`src/rtl/imem_loader.sv`:
```
// imem_loader: assembles a byte stream into big-endian 32-bit words and writes
// them sequentially into the instruction RAM, holding the CPU until the image
// is complete. Stream = 16-bit word count (MSB first) followed by the words.
module imem_loader #(
   parameter int DEPTH   = 256,
   parameter int TIMEOUT = 1000000
) (
   input  logic        clk,
   input  logic        reset,
   input  logic        in_valid,
   input  logic [7:0]  in_data,
   output logic        in_ready,
   output logic        mem_we,
   output logic [31:0] mem_addr,
   output logic [31:0] mem_wdata,
   output logic        cpu_hold,
   output logic        load_done,
   output logic        load_err
);

   localparam int WI = $clog2(DEPTH) + 1;
   localparam int TW = $clog2(TIMEOUT + 1);
   localparam logic [TW-1:0] T_LAST  = TW'(TIMEOUT - 1);
   localparam logic [16:0]   DEPTH_W = 17'(DEPTH);

   typedef enum logic [2:0] {
      S_IDLE, S_CNT_LO, S_BYTE, S_WRITE, S_RUN, S_ERR
   } state_t;

   state_t          state_reg;
   logic [15:0]     count_reg;
   logic [1:0]      byte_idx_reg;
   logic [WI-1:0]   word_idx_reg;
   logic [TW-1:0]   timer_reg;
   logic            in_ready_reg;
   logic            mem_we_reg;
   logic [31:0]     mem_addr_reg;
   logic [31:0]     mem_wdata_reg;
   logic            cpu_hold_reg;
   logic            load_done_reg;
   logic            load_err_reg;

   logic            accept;
   logic            timed_out;
   logic [15:0]     count_full;
   logic [WI-1:0]   word_idx_inc;
   logic            last_word;

   // Handshake and helper decodes of the registered state
   assign accept       = in_valid & in_ready_reg;
   assign timed_out    = (timer_reg == T_LAST);
   assign count_full   = {count_reg[15:8], in_data};
   assign word_idx_inc = word_idx_reg + WI'(1);
   assign last_word    = ({{(16-WI){1'b0}}, word_idx_inc} == count_reg);

   // Loader FSM: header parse, word assembly, RAM write and terminal states
   always_ff @(posedge clk or negedge reset) begin
      if (!reset) begin
         state_reg     <= S_IDLE;
         count_reg     <= '0;
         byte_idx_reg  <= '0;
         word_idx_reg  <= '0;
         timer_reg     <= '0;
         in_ready_reg  <= 1'b1;
         mem_we_reg    <= 1'b0;
         mem_addr_reg  <= '0;
         mem_wdata_reg <= '0;
         cpu_hold_reg  <= 1'b1;
         load_done_reg <= 1'b0;
         load_err_reg  <= 1'b0;
      end else begin
         mem_we_reg    <= 1'b0;
         load_done_reg <= 1'b0;
         case (state_reg)
            S_IDLE: begin
               if (accept) begin
                  count_reg[15:8] <= in_data;
                  timer_reg       <= '0;
                  state_reg       <= S_CNT_LO;
               end
            end
            S_CNT_LO: begin
               if (accept) begin
                  count_reg <= count_full;
                  if (count_full == 16'd0 || {1'b0, count_full} > DEPTH_W) begin
                     in_ready_reg <= 1'b0;
                     load_err_reg <= 1'b1;
                     state_reg    <= S_ERR;
                  end else begin
                     byte_idx_reg <= '0;
                     timer_reg    <= '0;
                     state_reg    <= S_BYTE;
                  end
               end else if (timed_out) begin
                  in_ready_reg <= 1'b0;
                  load_err_reg <= 1'b1;
                  state_reg    <= S_ERR;
               end else begin
                  timer_reg <= timer_reg + TW'(1);
               end
            end
            S_BYTE: begin
               if (accept) begin
                  mem_wdata_reg <= {mem_wdata_reg[23:0], in_data};
                  timer_reg     <= '0;
                  byte_idx_reg  <= byte_idx_reg + 2'd1;
                  if (byte_idx_reg == 2'd3) begin
                     // Address is captured here so it is stable for the whole write cycle
                     mem_addr_reg <= {{(30-WI){1'b0}}, word_idx_reg, 2'b00};
                     mem_we_reg   <= 1'b1;
                     in_ready_reg <= 1'b0;
                     state_reg    <= S_WRITE;
                  end
               end else if (timed_out) begin
                  in_ready_reg <= 1'b0;
                  load_err_reg <= 1'b1;
                  state_reg    <= S_ERR;
               end else begin
                  timer_reg <= timer_reg + TW'(1);
               end
            end
            S_WRITE: begin
               word_idx_reg <= word_idx_inc;
               if (last_word) begin
                  cpu_hold_reg  <= 1'b0;
                  load_done_reg <= 1'b1;
                  state_reg     <= S_RUN;
               end else begin
                  byte_idx_reg <= '0;
                  timer_reg    <= '0;
                  in_ready_reg <= 1'b1;
                  state_reg    <= S_BYTE;
               end
            end
            S_RUN: begin
            end
            S_ERR: begin
            end
            default: begin
               in_ready_reg <= 1'b0;
               load_err_reg <= 1'b1;
               state_reg    <= S_ERR;
            end
         endcase
      end
   end

   assign in_ready  = in_ready_reg;
   assign mem_we    = mem_we_reg;
   assign mem_addr  = mem_addr_reg;
   assign mem_wdata = mem_wdata_reg;
   assign cpu_hold  = cpu_hold_reg;
   assign load_done = load_done_reg;
   assign load_err  = load_err_reg;

endmodule

```
`config.mk`:
```
export PLATFORM = sky130hd
export DESIGN_NAME = imem_loader
export DESIGN_NICKNAME = d
export VERILOG_FILES = /design/src/rtl/imem_loader.sv
export SDC_FILE = /design/constraint.sdc
export NUM_CORES = 1
export LEC_CHECK = 0
export BUFFER_PORTS_ARGS = -buffer_cell sky130_fd_sc_hd__buf_2
export CAP_MARGIN = 25
export CELL_PAD_IN_SITES_DETAIL_PLACEMENT = 2
export CELL_PAD_IN_SITES_GLOBAL_PLACEMENT = 2
export CORE_UTILIZATION = 30
export DETAILED_ROUTE_END_ITERATION = 10
export PLACE_DENSITY = 0.73
export SLEW_MARGIN = 20
export SYNTH_ARGS = -nofsm -noshare
export SYNTH_HDL_FRONTEND = slang
export SYNTH_SLANG_ARGS = --single-unit
```
`constraint.sdc`:
```
create_clock -name clk -period 3.2 [get_ports clk]
set_input_delay 0.64 -clock clk [delete_from_list [all_inputs] [get_ports clk]]
set_output_delay 0.64 -clock clk [all_outputs]
set_load 0.01 [all_outputs]
```
==> impl.org, run 1 <==
** Global route
- For this run, global-route usage on met3 was measured as 0.0381.
- In the global route stage, met2 resource usage came out at 0.282.
- Entering global routing, the biggest net connects 50 pins.
- Global-route wire length before repair :: 21.5 mm
- In the global route stage, met1 resource usage came out at 0.223.
- The total overflow left after global routing is 0.
- The layer flagged by global routing as most heavily used is met2.
- Number of antenna violations at the first check in global routing :: 0
- Via count of the first global-routing pass :: 3989
- All-layer global routing usage :: 0.172

** CTS
- Number of buffers between clock root and the deepest sink :: 2
- The clock drives 96 sinks.
- Post-cts repair resize count :: 0
- After clock tree synthesis, the clock-pin slew on the worst setup and hold paths is 0.07 ns.
- At the later pin of the worst-skew pair, clock insertion delay measures 0.36 ns.
- CTS tree :: done
- The clock tree synthesis step divided the H-tree into 3 levels.
- Post-CTS Setup Inserts :: 0
- Clock tree root buffer cell :: sky130_fd_sc_hd__clkbuf_16
- Inserted Clock Buffers :: 9
- For this design, the CTS-stage hold fixing added 0 buffers.

** Floorplan
- Starting density of the core :: 0.308
- Top-level I/O count :: 80
- The die covers 16200 µm².
- After floorplanning, the core was sized to cover 15300 µm².
- The floorplan has 45 rows.
- Die boundary width :: 127 µm
- Vertical extent of the die :: 127 µm

** Synth
- Share of the synthesized area in the top cell type :: 0.500
- Of the total synthesized cell area, the portion taken by AND, OR, NAND and NOR gates is 0.217.
- Synthesis-stage register bit count :: 96
- Total standard cell area after synthesis :: 4700 µm²
- Yosys printed 0 warnings.
- Synthesis instantiated 54 different standard cells from the library.
- In this run, synthesis inferred 0 flip-flops with an integrated enable.
- Combinational family with the most area after synthesis :: simple AND/OR/NAND/NOR gates
- Biggest area contributors in the synthesized netlist :: sky130_fd_sc_hd__dfrtp_1 50%, sky130_fd_sc_hd__nand2_1 11%, sky130_fd_sc_hd__mux2_2 6.0%
- Post-synthesis share of cell area spent on xor and xnor gates :: 0.0391
- Number of instances in the synthesized netlist :: 491
- Averaged over all synthesized cells, the footprint is 9.58 µm².
- The compound-gate portion of the synthesized area is 0.104.
- Cell taking the most area after synthesis :: sky130_fd_sc_hd__dfrtp_1
- Proportion of synthesized flip-flops having asynchronous set or reset :: 1.00
- Of the post-synthesis cell area, the part taken by muxes is 0.0599.
- In the synthesized netlist the dominant register cell turns out to be sky130_fd_sc_hd__dfrtp_1.
- The share of the Yosys chip area taken by registers is 0.511.
- Of the total synthesized cell area, the portion taken by full adders, half adders and majority gates is 0.00798.

** Setup path
- The number of buffers and inverters on the critical path is 0.
- In this design, the stage delay of the slowest critical-path cell is 0.59 ns.
- The worst setup path is of the reg -> reg kind.
- Critical path capture point type :: register
- Crit-path slowest cell :: sky130_fd_sc_hd__or4_1
- The worst setup path is launched from a register.
- Dominant delay contributor by cell family on the critical path :: simple AND/OR/NAND/NOR gates
- For the worst setup path, the data required time is 3.43 ns.
- Worst path cell trace :: or4_1, nor4_1, nor3b_1, o2111ai_1, nor2_1, or2_1, o21ai_1
- Worst-path fanout max :: 7
- Critical Path AT :: 3.01 ns

** Placed design
- Last weighted congestion value of the routability-driven placer :: 0.744
- Buffers placed on the I/O ports in this run total 56.
- Standard cell area after detailed placement :: 5180 µm²
- OpenSTA, run right after detailed placement, puts the worst setup slack at 0.128 ns.
- Detailed-placement wirelength estimate :: 9.16 mm

** STA
- The number of endpoints with negative hold slack in the final report was 0.
- Maximum frequency from static timing analysis :: 359 MHz
- After layout, the minimum clock period comes to 2.79 ns.
- Max-slew violation count :: 0
- Setup repair after global routing left no endpoint under its margin.
- The worst path meets setup with 0.414 ns of slack.
- For the pin with the worst max-slew slack, the measured transition is 0.678 ns.
- Sum Neg Setup Slack :: 0 ns
- Crit share post-route :: 0.871
- Setup violations, final :: 0
- The clock arrives with 0.0112 ns of skew.
- Max-slew headroom :: 0.548

** Routing
- Summed over all layers, the routed wires come to 12.7 mm.
- The first detailed-routing pass took 4 iterations.
- In the routed layout, each cell is associated on average with a via count of 4.96.
- Post-route DRC violation count :: 0
- Once detail routing completed, the nets flagged for antenna violations numbered 0.
- Total via count after detailed routing :: 3786
- The first routing iteration left 122 violations.
- After detailed routing, the average wire length per cell comes to 16.6 µm.

** Finish
- The library cell used most frequently in the layout, excluding fill and tap cells, is sky130_fd_sc_hd__nand2_1.
- The register with the most flip-flops in the layout has 32 of them.
- Fraction of final layout cells with drive strength greater than 1 :: 0.217
- For this run, the post-layout net count is 562.
- Filler instances :: 1701
- The area growth from synthesis to layout is 16.6%.
- Commonest non-fill, non-tap cells in the layout :: 132 x sky130_fd_sc_hd__nand2_1, 94 x sky130_fd_sc_hd__dfrtp_1, 55 x sky130_fd_sc_hd__buf_2, 25 x sky130_fd_sc_hd__mux2_2
- Final Cell Area :: 5480 µm²
- 0 antenna diodes ended up in the layout.

** Pwr
- Combinational power share :: 0.025
- Sw Share :: 0.226
- Power density normalized to cell area :: 437 nW/µm²
- The share of total power dissipated in sequential elements is 0.506.
- P_int :: 1.86 mW
- Worst voltage drop across the vdd grid :: 0.000238 V
- Switch Pwr :: 541 µW
- Leak pwr :: 2.77 nW
- Clk network pwr share :: 0.469

** Outcome
- Status :: finished clean

** Worst hold path
- Worst hold path class :: in -> async

** Flow run
- MaxCap Viol Count :: 0
## cells in the mapped netlist (all sizes together), types with 3 or more instances
| master | instances |
|---|---|
| o31ai | 20 |
| buf | 26 |
| o41ai | 3 |
| or2 | 4 |
| nand2 | 132 |
| or3 | 4 |
| nor3 | 13 |
| dfrtp | 94 |
| or4 | 8 |
| ha | 3 |
| and2 | 3 |
| xnor2 | 15 |
| clkbuf | 18 |
| nor4 | 6 |
| inv | 6 |
| nand3 | 13 |
| o21ai | 13 |
| nand2b | 4 |
| xor2 | 6 |
| a21oi | 9 |
| and3 | 3 |
| mux2 | 25 |
| nand4 | 6 |
| nor3b | 3 |
| nor2 | 23 |
| a31oi | 8 |
## layout make-up
class | instances | area (µm²) | area share
sequential | 96 | 2400 | 0.439
multi-input combinational | 367 | 2100 | 0.383
timing repair buffer | 68 | 385 | 0.0703
tap | 211 | 264 | 0.0481
clock buffer | 11 | 243 | 0.0443
clock inverter | 5 | 62.6 | 0.0114
inverter | 6 | 22.5 | 0.00411
## metal layers
| metal | vias to the layer above | share of wire |
|---|---|---|
| met4 | 0 | 0.014 |
| met1 | 1937 | 0.48 |
| met5 | - | 0 |
| met2 | 70 | 0.47 |
| met3 | 12 | 0.034 |
| li1 | 1767 | - |
## per-stage QoR
step	hold slack (ns)	util	std cells	power, mW
after floorplan	0.344	-	513	1.28
after detailed placement	0.463	0.339	748	1.30
after global placement	0.452	0.339	748	1.30
final	0.308	0.359	764	2.40
after global routing	0.349	0.359	764	2.49
after CTS	0.333	0.359	764	2.44
## kinds of logic after synthesis
group / count (synthesis)
muxes: 25
xor gates and xnor gates: 21
DFF: 96
adders and majority gates: 3
other: 1
AOI/OAI and AO/OA: 69
buffers and inverters: 50
and+or+nand+nor: 226
## final timing paths
| kind | from | slack (ns) | cells after the start | to |
|---|---|---|---|---|
| worst max register to register | count_reg[13]$_DFFE_PN0P_ | 0.41 | 7 | timer_reg[1]$_DFFE_PN0P_ |
| worst min-delay path | reset | 0.31 | 1 | mem_wdata[29]$_DFFE_PN0P_ |
| worst max-delay path | count_reg[13]$_DFFE_PN0P_ | 0.41 | 7 | timer_reg[1]$_DFFE_PN0P_ |
| max in group asynchronous | reset | 2.14 | 2 | in_ready$_DFFE_PN1P_ |
| worst min register to register | mem_wdata[28]$_DFFE_PN0P_ | 0.47 | 2 | mem_wdata[28]$_DFFE_PN0P_ |
| min in group clk | mem_wdata[28]$_DFFE_PN0P_ | 0.47 | 2 | mem_wdata[28]$_DFFE_PN0P_ |
## power by group through the flow
| stage | registers, mW | clock network, mW | logic [mW] |
|---|---|---|---|
| after floorplan | 1.24 | 0 | 0.0391 |
| after global placement | 1.24 | 0 | 0.0596 |
| after detailed placement | 1.24 | 0 | 0.0619 |
| after CTS | 1.21 | 1.16 | 0.0621 |
| after global routing | 1.21 | 1.21 | 0.0685 |
| final | 1.21 | 1.12 | 0.0595 |
No activity file was read; power rests on OpenSTA's default activity.
==> run 2, diff against run 1 <==
Settings changed: CTS_CLUSTER_DIAMETER set to 150, PLACE_DENSITY 0.73 to unset, PLACE_DENSITY_LB_ADDON set to 0.1, SLEW_MARGIN 20 to unset.
==> run 2 against run 1 <==
Worst setup slack got worse by 0.040 ns. Routed wire length rose by 2.4%. Critical path depth did not move. Final cell count did not move. Clock power fell by 9%. Via count fell by 1.2%. Sequential cell count did not move. Sequential power barely moved. Non-clock buffer count did not move.
==> impl.org, run 2 (synthesized netlist as in run 1, its figures left out) <==
** Finish
- In the final design database the tool counted 562 nets.
- Area growth from synthesis to layout :: 16.4%
- The register with the most flip-flops in the layout has 32 of them.
- Final Cell Area :: 5470 µm²
- Total inserted antenna cells :: 0
- In the layout the commonest cells are 132 x sky130_fd_sc_hd__nand2_1, 94 x sky130_fd_sc_hd__dfrtp_1, 55 x sky130_fd_sc_hd__buf_2, 25 x sky130_fd_sc_hd__mux2_2.
- Commonest non-fill, non-tap cell in the layout :: sky130_fd_sc_hd__nand2_1
- In the final layout, the share of cells above drive strength 1 is 0.217.
- Post-route insts no fill :: 764

** Placed design
- Once placement completed, the tool counted placed cells totaling 748.
- Last weighted congestion value of the routability-driven placer :: 0.736
- Detailed placement finished with a half-perimeter wire length of 9.34 mm.
- In this run the tool buffered the top-level ports with 56 buffer cells.
- Standard cell area after detailed placement :: 5190 µm²

** CTS
- Clock tree synthesis found a total of 96 sinks.
- The tree is rooted in a sky130_fd_sc_hd__clkbuf_16.
- Post-CTS clock slew at the launch and capture registers of the worst setup and hold paths :: 0.06 ns
- Hold repair after CTS inserted 0 buffers.
- CTS tree :: done
- At the later pin of the worst-skew pair, clock insertion delay measures 0.35 ns.
- Number of buffers between clock root and the deepest sink :: 2
- In this run, CTS created clock tree buffers numbering 9.
- CTS H-tree depth :: 3

** Floorplan
- For this configuration, the core starts out at a cell density of 0.308.
- From left edge to right edge, the die measures 127 µm.
- The floorplan has 45 rows.
- The die is 127 µm tall.
- Die area :: 16200 µm²
- 80 I/O pins were placed.
- Std-Cell Core Area :: 15300 µm²

** Routing
- The routed layout has 3740 vias.
- The detailed router finished its first iteration with 134 violations.
- Total wire length :: 13.0 mm
- Post-route DRC violation count :: 0
- Count of antenna-violating nets left after detailed routing :: 0
- The first detailed-routing pass ran for 4 iterations.
- Routed length per placed instance :: 17.0 µm
- After detailed routing, the number of vias per cell comes to 4.90.

** STA
- Slew at the pin with the worst max-slew slack :: 0.724 ns
- Final critical delay including setup and external delays :: 2.83 ns
- Across the routed clock network, the largest skew measured is 0.00650 ns.
- Count of endpoints failing hold in the final timing report :: 0
- The number of max-slew violations in the final report came to 0.
- Setup repair after global routing left no endpoint under its margin.
- Headroom to the max-slew limit came out at 0.514.
- Summed over all failing endpoints, the final setup total negative slack is 0 ns.
- Setup violations remaining at the end of the flow were counted as 0.
- Static timing analysis puts the maximum clock frequency at 354 MHz.
- In the finished design, the share of the clock period the worst path needs comes to 0.883.

** Global route
- Gr ovfl total :: 0
- The number of antenna violations at the first check in global routing is 0.
- Largest net degree at the start of global routing :: 50
- Via count of the first global-routing pass :: 4135
- In the global route stage, overall resource usage came out at 0.175.
- Global-route wire length before repair :: 21.8 mm

** Setup path
- The worst setup path is captured at a register.
- Logic depth of the worst register-to-register path :: 7
- The critical path is of the reg -> reg type.
- On the critical path, the stage with the largest delay is an instance of sky130_fd_sc_hd__or4_1.
- In this design, the stage delay of the slowest critical-path cell is 0.60 ns.
- Worst-path fanout max :: 7
- Critical Path AT :: 3.11 ns
- The signal on the critical path passes through or4_1, nor4_2, nor3b_1, o2111ai_1, nor2_1, or2_1, a22o_1.
- End of the worst register-to-register path :: timer_reg[4]$_DFFE_PN0P_
- The worst setup path is launched from a register.
- For the worst setup path, the data required time is 3.48 ns.
- The startpoint identified for the worst register-to-register timing path is count_reg[13]$_DFFE_PN0P_.
- Across all register-to-register paths, the minimum setup slack is 0.37 ns.

** Pwr
- Power density normalized to cell area :: 419 nW/µm²
- IR analysis of the VDD net gives a maximum drop of 0.000253 V.
- Leak pwr :: 2.76 nW
- Post-layout total power :: 2.29 mW

** Worst hold path
- Worst hold path class :: in -> async

** Outcome
- The flow ran to the end, and the final reports show no timing, DRC or antenna violations.

** Flow run
- The tool flagged a number of max-cap violations equal to 0.
[run 2: stage by stage]
stage / utilization / setup slack, ns / hold slack, ns
6_report: 0.359 / 0.374 / 0.310
5_1_grt: 0.359 / 0.0926 / 0.362
4_1_cts: 0.358 / 0.202 / 0.343
3_5_place_dp: 0.340 / 0.163 / 0.468
3_3_place_gp: 0.340 / 0.199 / 0.454
2_1_floorplan: - / 0.327 / 0.344
[run 2: metal layers]
| metal | track usage | wire length, µm | up-vias |
|---|---|---|---|
| li1 | - | - | 1764 |
| met1 | 0.228 | 6190 | 1897 |
| met2 | 0.292 | 6260 | 66 |
| met3 | 0.0331 | 408 | 13 |
| met4 | 0.0567 | 156 | 0 |
| met5 | 0 | 0 | - |
[run 2: critical path: cells and delay by family, from the launching register on]
family	cells	cell delay (ns)
flops	1	0.38
compound gates	2	0.40
simple gates	5	1.98
[run 2: timing repair]
item	in CTS	in global routing
gates resized for setup	0	1
buffers inserted	0	0
endpoints found under the setup margin	0	6
[run 2: area by class of cell]
cell class | count | area, µm²
Fill cell | 1699 | 9780
Sequential cell | 96 | 2400
Multi-Input combinational cell | 367 | 2110
Timing Repair Buffer | 68 | 398
Tap cell | 211 | 264
Clock buffer | 12 | 246
Clock inverter | 4 | 30.0
Inverter | 6 | 22.5
[run 2: worst max path at each step]
stage,start,to,slack [ns],depth (start not counted)
global placement,in_data[5],timer_reg[11]$_DFFE_PN0P_,0.20,8
finish,count_reg[13]$_DFFE_PN0P_,timer_reg[4]$_DFFE_PN0P_,0.37,7
detailed placement,in_data[5],timer_reg[11]$_DFFE_PN0P_,0.16,8
CTS,count_reg[13]$_DFFE_PN0P_,timer_reg[4]$_DFFE_PN0P_,0.20,7
floorplan,in_data[1],timer_reg[11]$_DFFE_PN0P_,0.33,8
global route,count_reg[13]$_DFFE_PN0P_,timer_reg[4]$_DFFE_PN0P_,0.09,7
[run 2: where the power goes]
group | leakage, nW | switching (mW) | internal (mW)
sequential | 1.27 | 0 | 1.21
combinational | 1.36 | 0.0492 | 0.00998
clock | 0.133 | 0.469 | 0.550
total | 2.76 | 0.519 | 1.77
